File: src/rtl/ex_muldiv_sequencer.sv
// ex_muldiv_sequencer: iterative unsigned MUL/MULHU/DIVU/REMU unit beside the EX ALU.
// Runs one radix-2 step per cycle (shift-add multiply or restoring divide) and
// holds the pipeline with EX_stall while an operation is in flight.
// Ports:
//   clk, reset (sync, active-low)
//   start, op, rs1_data, rs2_data, rd : operation request, sampled on accept
//   EX_kick_up                        : flush, aborts any operation in flight
//   EX_stall (combinational), busy, done, result, result_rd : status and result
module ex_muldiv_sequencer #(
  parameter int unsigned XLEN  = 32,
  parameter int unsigned CNT_W = 6
) (
  input  logic            clk,
  input  logic            reset,
  input  logic            start,
  input  logic [1:0]      op,
  input  logic [XLEN-1:0] rs1_data,
  input  logic [XLEN-1:0] rs2_data,
  input  logic [4:0]      rd,
  input  logic            EX_kick_up,
  output logic            EX_stall,
  output logic            busy,
  output logic            done,
  output logic [XLEN-1:0] result,
  output logic [4:0]      result_rd
);

  typedef enum logic [1:0] {IDLE, RUN, DONE} state_t;

  localparam logic [1:0] OP_DIVU = 2'd2;

  state_t           state;
  logic [CNT_W-1:0] counter;
  logic [1:0]       op_q;
  logic [4:0]       rd_q;
  // a_q: multiplicand or divisor; hi_q: product high half or remainder;
  // lo_q: multiplier (shifted out) or dividend (shifted out, quotient shifted in)
  logic [XLEN-1:0]  a_q;
  logic [XLEN-1:0]  hi_q;
  logic [XLEN-1:0]  lo_q;

  logic [XLEN:0]    add_sum;
  logic [XLEN:0]    rem_shift;
  logic             rem_ge;
  logic [XLEN-1:0]  step_hi;
  logic [XLEN-1:0]  step_lo;
  logic [CNT_W-1:0] cnt_next;
  logic             accept;
  logic             div_zero;

  // One iteration of the shared datapath; op_q[1] selects divide.
  always_comb begin
    add_sum   = {1'b0, hi_q} + (lo_q[0] ? {1'b0, a_q} : '0);
    rem_shift = {hi_q, lo_q[XLEN-1]};
    rem_ge    = (rem_shift >= {1'b0, a_q});
    step_hi   = add_sum[XLEN:1];
    step_lo   = {add_sum[0], lo_q[XLEN-1:1]};
    if (op_q[1]) begin
      // A failed trial subtract always leaves rem_shift below 2^XLEN.
      step_hi = rem_ge ? XLEN'(rem_shift - {1'b0, a_q}) : rem_shift[XLEN-1:0];
      step_lo = {lo_q[XLEN-2:0], rem_ge};
    end
  end

  assign cnt_next = counter + CNT_W'(1);
  assign accept   = start && ((state == IDLE) || (state == DONE));
  assign div_zero = op[1] && (rs2_data == '0);

  // Any accepted start finishes at the earliest one edge later, so it always stalls.
  assign EX_stall = !EX_kick_up && ((state == RUN) || accept);

  // Sequencer state, datapath registers and registered outputs.
  always_ff @(posedge clk) begin
    if (!reset) begin
      state     <= IDLE;
      counter   <= '0;
      op_q      <= '0;
      rd_q      <= '0;
      a_q       <= '0;
      hi_q      <= '0;
      lo_q      <= '0;
      busy      <= 1'b0;
      done      <= 1'b0;
      result    <= '0;
      result_rd <= '0;
    end else if (EX_kick_up) begin
      state   <= IDLE;
      counter <= '0;
      busy    <= 1'b0;
      done    <= 1'b0;
    end else begin
      done <= 1'b0;
      case (state)
        IDLE, DONE: begin
          busy  <= 1'b0;
          state <= IDLE;
          if (accept) begin
            op_q    <= op;
            rd_q    <= rd;
            counter <= '0;
            hi_q    <= '0;
            if (op[1]) begin
              a_q  <= rs2_data;
              lo_q <= rs1_data;
            end else begin
              a_q  <= rs1_data;
              lo_q <= rs2_data;
            end
            if (div_zero) begin
              state     <= DONE;
              done      <= 1'b1;
              result    <= (op == OP_DIVU) ? '1 : rs1_data;
              result_rd <= rd;
            end else begin
              state <= RUN;
              busy  <= 1'b1;
            end
          end
        end
        RUN: begin
          counter <= cnt_next;
          hi_q    <= step_hi;
          lo_q    <= step_lo;
          if (cnt_next == CNT_W'(XLEN)) begin
            state     <= DONE;
            busy      <= 1'b0;
            done      <= 1'b1;
            // MULHU and REMU take the high register, MUL and DIVU the low one.
            result    <= op_q[0] ? step_hi : step_lo;
            result_rd <= rd_q;
          end
        end
        default: begin
          state <= IDLE;
          busy  <= 1'b0;
        end
      endcase
    end
  end

endmodule

File: config.mk
export PLATFORM = sky130hd
export DESIGN_NAME = ex_muldiv_sequencer
export DESIGN_NICKNAME = d
export VERILOG_FILES = /design/src/rtl/ex_muldiv_sequencer.sv
export SDC_FILE = /design/constraint.sdc
export NUM_CORES = 1
export LEC_CHECK = 0
export CORE_MARGIN = 5
export CORE_UTILIZATION = 48
export CTS_CLUSTER_DIAMETER = 30
export DETAILED_ROUTE_END_ITERATION = 8
export PLACE_DENSITY = 0.8
export REMOVE_ABC_BUFFERS = 1
export SETUP_SLACK_MARGIN = 0.15
export SLEW_MARGIN = 15
export SYNTH_ARGS = -nofsm -noshare
export SYNTH_HDL_FRONTEND = slang
export SYNTH_SLANG_ARGS = --single-unit
export TNS_END_PERCENT = 20
File: constraint.sdc
create_clock -name clk -period 9.15 [get_ports clk]
set_input_delay 1.83 -clock clk [delete_from_list [all_inputs] [get_ports clk]]
set_output_delay 1.83 -clock clk [all_outputs]
set_load 0.05 [all_outputs]
==> metrics.md, run 1 <==
| Metric | Value |
|---|---|
| Status | finished, final reports clean |
| Placed Instance Area | 13000 µm² |
| Final Cycle Share | 73.4% |
| Register bit total from synthesis | 149 |
| Total gr overflow | 0 |
| Synth Flop Type | dfxtp_1 |
| Layout area overhead | 15.8% |
| Ys Warns | 0 |
| Wirelength per Cell | 20.9 µm |
| Worst-path clk slew | 0.07 ns |
| Worst Setup SP | start |
| PD cells | 134 nW/µm² |
| Antenna violation net count after detailed routing | 0 |
| Nets@finish | 1711 |
| Largest cells by area after synthesis | dfxtp_1 (25%), mux2i_1 (7.9%), ha_1 (6.9%) |
| Crit Reg-Reg Startpoint | a_q[1]$_SDFFE_PN0P_ |
| TritonCTS clock tree | yes |
| Clock skew | 0.0128 ns |
| Final Hold Vio Count | 0 |
| HPWL reported at the end of detailed placement | 28.9 mm |
| Startpoint types | primary input |
| Pre-antenna DRT Iters | 6 |
| Clk Latency, worst-skew pair | 0.43 ns |
| Die Width | 167 µm |
| Maximum VDD drop | 130 µV |
| Global-route usage over all layers | 27.3% |
| DRC viols | 0 |
| Vias in the first global route | 11400 |
| Final wirelength | 39.8 mm |
| Vias per cell | 6.53 |
| Clk buf depth | 2 |
| Unrepaired setup endpoints after global routing | false |
| Diode count | 0 |
| Initial DRC Count | 1564 |
| LEAKAGE | 0.00541 µW |
| Setup violators final | 0 |
| Max-cap violation count | 0 |
| Hold Path Origin | rd_q[3]$_SDFFE_PN0P_ |
| Post-Syn Area | 11800 µm² |
| Async set-reset flop share out of synthesis | 0% |
| Crit path kind | primary input to primary output |
| Fin. max-slew vios | 0 |
| Initial Util | 48.5% |
| Share of the synthesized area in the top cell type | 25.4% |
| Worst-path fanout max | 30 |
| Max transition margin | 20.9% |
| Least-Margin Pin Slew | 1.16 ns |
| FP Rows | 57 |
| Die height | 167 µm |
| TritonCTS Buffers | 17 |
| Worst min path class | flip-flop to flip-flop |
| Root buffer cell | clkbuf_16 |
| Fin util | 56.2% |
| Hold_buf cts | 0 |
| Post-layout minimum cycle time | 6.72 ns |
| Largest net degree at the start of global routing | 64 |
| H-Tree Depth | 4 |
| CP arrival | 4.89 ns |
| TritonCTS Sinks | 149 |
| CP Data Required Time | 7.32 ns |
| Post-CTS sizing | 0 |
| Initial antenna violation count | 0 |
| IO buf count | 114 |
| Max frequency | 0.149 GHz |
| Postcts setup bufs | 0 |
| Setup_tns | 0 ns |
| Mean Syn Cell Area | 7.72 µm² |
| Boundary Pins | 115 |
| Share of cells above drive strength 1 | 6.57% |
| Post-synthesis sequential area ratio | 25.4% |
| R2R Setup Slk | 4.55 ns |
| Post-Syn Instances | 1523 |
| Core Area | 24200 µm² |
| Total number of vias | 12500 |
| Die area | 27700 µm² |
| CP Capture Type | primary output |
| Final Wtd Congestion | 0.961 |
| Final Instance Area | 13600 µm² |
| First-pass GRT wire length | 62.3 mm |
| Number of synthesized flops with an enable pin | 0 |
| Post-synth cell types | 83 |
| Post-synth top area cell | dfxtp_1 |
[flip-flops by register name, summed over array words and instances (netlist names)]
register and cells:
a_q 32, hi_q 32, lo_q 32, result 32
counter 6, rd_q 5, result_rd 5, op_q 2
state 2, done 1
[power breakdown]
group	total, µW	leakage, µW	switching (µW)	internal, µW
Sequential	702	0.00121	27.0	675
Combinational	421	0.00391	259	162
Clock	703	0.000286	337	366
Total	1830	0.00541	622	1200
[cells in the final DEF, fill, tap and decap left out, types with 38 or more instances in the layout]
cell type | synthesis | layout
dfxtp_1 | 149 | 148
nand2_1 | 147 | 147
nor2_1 | 140 | 138
a21oi_1 | 123 | 123
clkdlybuf4s50_1 | 0 | 113
mux2i_1 | 93 | 93
o21ai_0 | 83 | 83
a211oi_1 | 74 | 74
ha_1 | 65 | 65
inv_1 | 49 | 49
o211ai_1 | 38 | 38
[logic make-up after synthesis]
family	Yosys count	synth area share (%)
adder cells (fa/ha/maj)	67	7.26
flip-flops	149	25.4
buffers and inverters	155	5.25
multiplexers	115	10.4
AO/OA/AOI/OAI	492	28.0
XOR/XNOR	46	3.43
AND/OR/NAND/NOR	499	20.3
[layer usage]
metal	track usage, %	wire length (µm)
met3	3.89	3630
met2	43.0	17600
met5	0	0
met1	38.0	17000
met4	10.4	1550
[path summary, 6_finish.rpt]
kind	end	cells after the start
hold reg to reg	rd_q[3]$_SDFFE_PN0P_	2
hold / removal	rd_q[3]$_SDFFE_PN0P_	2
setup reg to reg	result[26]$_SDFFE_PN0P_	12
setup / recovery	EX_stall	6
[synth_stat cells (9+ instances only)]
library cell / count
o22ai_1: 9
nor2b_1: 38
a31oi_1: 18
nor3_1: 26
nand3_1: 27
o21ai_0: 83
mux2i_1: 93
xor2_1: 19
inv_1: 49
and2_1: 36
buf_1: 21
o211ai_1: 38
a21o_1: 20
nor4_1: 17
a22o_1: 13
a211oi_1: 74
xnor2_1: 27
nand2_1: 147
buf_2: 9
o31ai_1: 10
o21a_1: 13
ha_1: 65
nor2_1: 140
nand4_1: 19
mux2_2: 17
dfxtp_1: 149
a21oi_1: 123
clkbuf_1: 68
[final cells by class]
class,count,area (µm²)
Multi-Input combinational cell,1219,8190
Timing Repair Buffer,130,1260
Fill cell,2276,10600
Inverter,52,195
Clock buffer,17,425
Sequential cell,149,2990
Clock inverter,15,159
Tap cell,324,405
[worst max-delay path, cell delays in order]
cell and delay [ns]:
clkdlybuf4s50_1 0.45, nor2b_1 0.31, nor2_1 0.18, or2_2 0.55, inv_2 0.61, clkdlybuf4s50_1 0.94
[stage by stage]
stage,power [µW],setup WS [ns],hold WS (ns),std cells
final,1830,2.43,0.458,1906
after global routing,1890,2.33,0.479,1906
after CTS,1820,2.47,0.460,1906
after detailed placement,1120,2.46,0.451,1874
after global placement,1120,2.55,0.443,1874
after floorplan,970,3.17,0.437,1420
No activity file was read; power rests on OpenSTA's default activity.
==> run 2: changes to the inputs <==
--- a/config.mk
+++ b/config.mk
@@ -9,7 +9,7 @@
 export CORE_UTILIZATION = 48
 export CTS_CLUSTER_DIAMETER = 30
 export DETAILED_ROUTE_END_ITERATION = 8
-export PLACE_DENSITY = 0.8
+export PLACE_DENSITY = 0.83
 export REMOVE_ABC_BUFFERS = 1
 export SETUP_SLACK_MARGIN = 0.15
 export SLEW_MARGIN = 15
==> constraint.sdc (replaced) <==
create_clock -name clk -period 5.63 [get_ports clk]
set_input_delay 1.126 -clock clk [delete_from_list [all_inputs] [get_ports clk]]
set_output_delay 1.126 -clock clk [all_outputs]
set_load 0.05 [all_outputs]
==> run 2 against run 1 <==
Compared with the run above: worst setup slack worse by 1.3 ns; sequential power up 64%; register-to-register slack worse by 3.2 ns; highest routed layer unchanged; utilization up 0.12 points; via count up 0.54%; sequential share of layout area about the same; critical path depth unchanged; first-iteration DRC count down 13%; clock-buffer cell count up 1.
==> metrics.md, run 2 (synthesis gave the netlist of run 1 again) <==
| Metric | Value |
|---|---|
| TritonCTS clock tree | yes |
| Final Non-Filler Cells | 1909 (+0.16%) |
| Commonest non-fill, non-tap cell in the layout | dfxtp_1 |
| Final Wtd Congestion | 0.957 (-0.42%) |
| Max frequency | 0.223 GHz |
| Max transition margin | 27.7% (+6.8 points) |
| Design Power | 3000 µW (+64%) |
| Placed Instance Area | 13100 µm² (+0.17%) |
| Initial Util | 48.5% (unchanged) |
| Setup_tns | 0 ns (unchanged) |
| Wirelength per Cell | 21.5 µm (+2.9%) |
| IO buf count | 114 (unchanged) |
| Initial antenna violation count | 0 (unchanged) |
| Layout area overhead | 16.1% |
| Maximum VDD drop | 217 µV (+67%) |
| PD cells | 220 nW/µm² (+64%) |
| FP Rows | 57 (unchanged) |
| Hold_buf cts | 0 (unchanged) |
| Die area | 27700 µm² (unchanged) |
| Largest net degree at the start of global routing | 64 (unchanged) |
| Clk buf depth | 2 (unchanged) |
| Setup violators final | 0 (unchanged) |
| Post-CTS sizing | 0 (unchanged) |
| Total gr overflow | 0 (unchanged) |
| First-pass GRT wire length | 64.2 mm (+2.9%) |
| Crit Reg-Reg Startpoint | lo_q[0]$_SDFFE_PN0P_ |
| Nets@finish | 1714 (+0.18%) |
| Final wirelength | 41.1 mm (+3.1%) |
| Cells after DPL | 1877 (+0.16%) |
| TritonCTS Buffers | 17 (unchanged) |
| Worst-path clk slew | 0.07 ns (about the same) |
| Post-layout minimum cycle time | 4.48 ns |
| CP arrival | 3.35 ns (-1.54 ns) |
| Startpoint types | primary input |
| Core Area | 24200 µm² (unchanged) |
| Final Hold Vio Count | 0 (unchanged) |
| Global-route usage over all layers | 28.2% (+0.89 points) |
| Total number of vias | 12500 (+0.54%) |
| Pre-antenna DRT Iters | 6 (unchanged) |
| TritonCTS Sinks | 149 (unchanged) |
| LEAKAGE | 0.00543 µW (+0.35%) |
| Worst-path fanout max | 7 (-77%) |
| Crit path kind | primary input to primary output |
| Final Cycle Share | 79.5% |
| Antenna violation net count after detailed routing | 0 (unchanged) |
| Fin. max-slew vios | 0 (unchanged) |
| Root buffer cell | clkbuf_16 |
| Hold Path Origin | rd_q[3]$_SDFFE_PN0P_ |
| Final Instance Area | 13600 µm² (+0.22%) |
| Initial DRC Count | 1365 (-13%) |
| CP Capture Type | primary output |
| WHS | 0.456 ns (-0.00231 ns) |
| Max-cap violation count | 0 (unchanged) |
| Vias in the first global route | 11800 (+3.5%) |
| Clk Latency, worst-skew pair | 0.44 ns (about the same) |
| HPWL reported at the end of detailed placement | 30.3 mm (+4.9%) |
| Fill count | 2246 (-1.3%) |
| Boundary Pins | 115 (unchanged) |
| Die height | 167 µm (unchanged) |
| R2R Setup Slk | 1.37 ns (-3.18 ns) |
| Diode count | 0 (unchanged) |
| Die Width | 167 µm (unchanged) |
| Share of cells above drive strength 1 | 6.75% (+0.18 points) |
| CP Data Required Time | 4.50 ns (-2.82 ns) |
| Vias per cell | 6.56 (+0.38%) |
| Worst Setup SP | start |
| DRC viols | 0 (unchanged) |
| Unrepaired setup endpoints after global routing | false |
| Clock skew | 0.0114 ns (-0.00141 ns) |
| Least-Margin Pin Slew | 1.08 ns (-0.0763 ns) |
| Worst min path class | flip-flop to flip-flop |
| Status | finished, final reports clean |
| H-Tree Depth | 4 (unchanged) |
| Most frequent cells in the layout | dfxtp_1 (148), nand2_1 (147), nor2_1 (138), a21oi_1 (123), clkdlybuf4s50_1 (113) |
| Postcts setup bufs | 0 (unchanged) |
[run 2: cell count changes in the layout (fill, tap and decap cells not counted), sizes merged]
cell | before | now
bufinv | 0 | 1
buf | 17 | 20
inv | 61 | 62
clkbuf | 17 | 18
clkinv | 5 | 2
[run 2: worst paths after layout]
| check | cells after the start | to |
|---|---|---|
| worst max-delay path | 6 | EX_stall |
| worst min-delay path | 2 | rd_q[3]$_SDFFE_PN0P_ |
| worst max register to register | 13 | result[31]$_SDFFE_PN0P_ |
| worst min register to register | 2 | rd_q[3]$_SDFFE_PN0P_ |
[run 2: metrics by stage]
stage | setup WS (ns) | utilization (%)
global placement | 1.09 | 53.8
detailed placement | 1.15 | 53.8
global route | 1.05 | 56.3
floorplan | -0.353 | -
finish | 1.15 | 56.3
CTS | 1.18 | 56.3
[run 2: worst max-delay path: stages]
cell	delay (ns)
clkdlybuf4s50_1	0.44
nor2b_1	0.34
nor2_1	0.20
or2_2	0.38
inv_2	0.07
clkdlybuf4s50_1	0.79
[run 2: layout make-up]
class / count / area [µm²] / share of cell area, %
clock inverter: 14 / 153 / 1.12
timing repair buffer: 133 / 1280 / 9.39
sequential: 149 / 2990 / 21.9
clock buffer: 18 / 439 / 3.22
inverter: 52 / 195 / 1.43
tap: 324 / 405 / 2.97
multi-input combinational: 1219 / 8190 / 60.0
[run 2: power by group]
group / switching (µW) / leakage [µW] / total (µW) / internal [µW]
clock: 524 / 0.000291 / 1170 / 643
combinational: 423 / 0.00393 / 688 / 265
sequential: 48.2 / 0.00121 / 1150 / 1100
total: 995 / 0.00543 / 3000 / 2010
[run 2: routing by layer]
metal | wire length, µm | GRT usage, %
met1 | 16400 | 37.4
met2 | 18200 | 44.2
met5 | 0 | 0
met4 | 2080 | 12.7
met3 | 4410 | 5.90
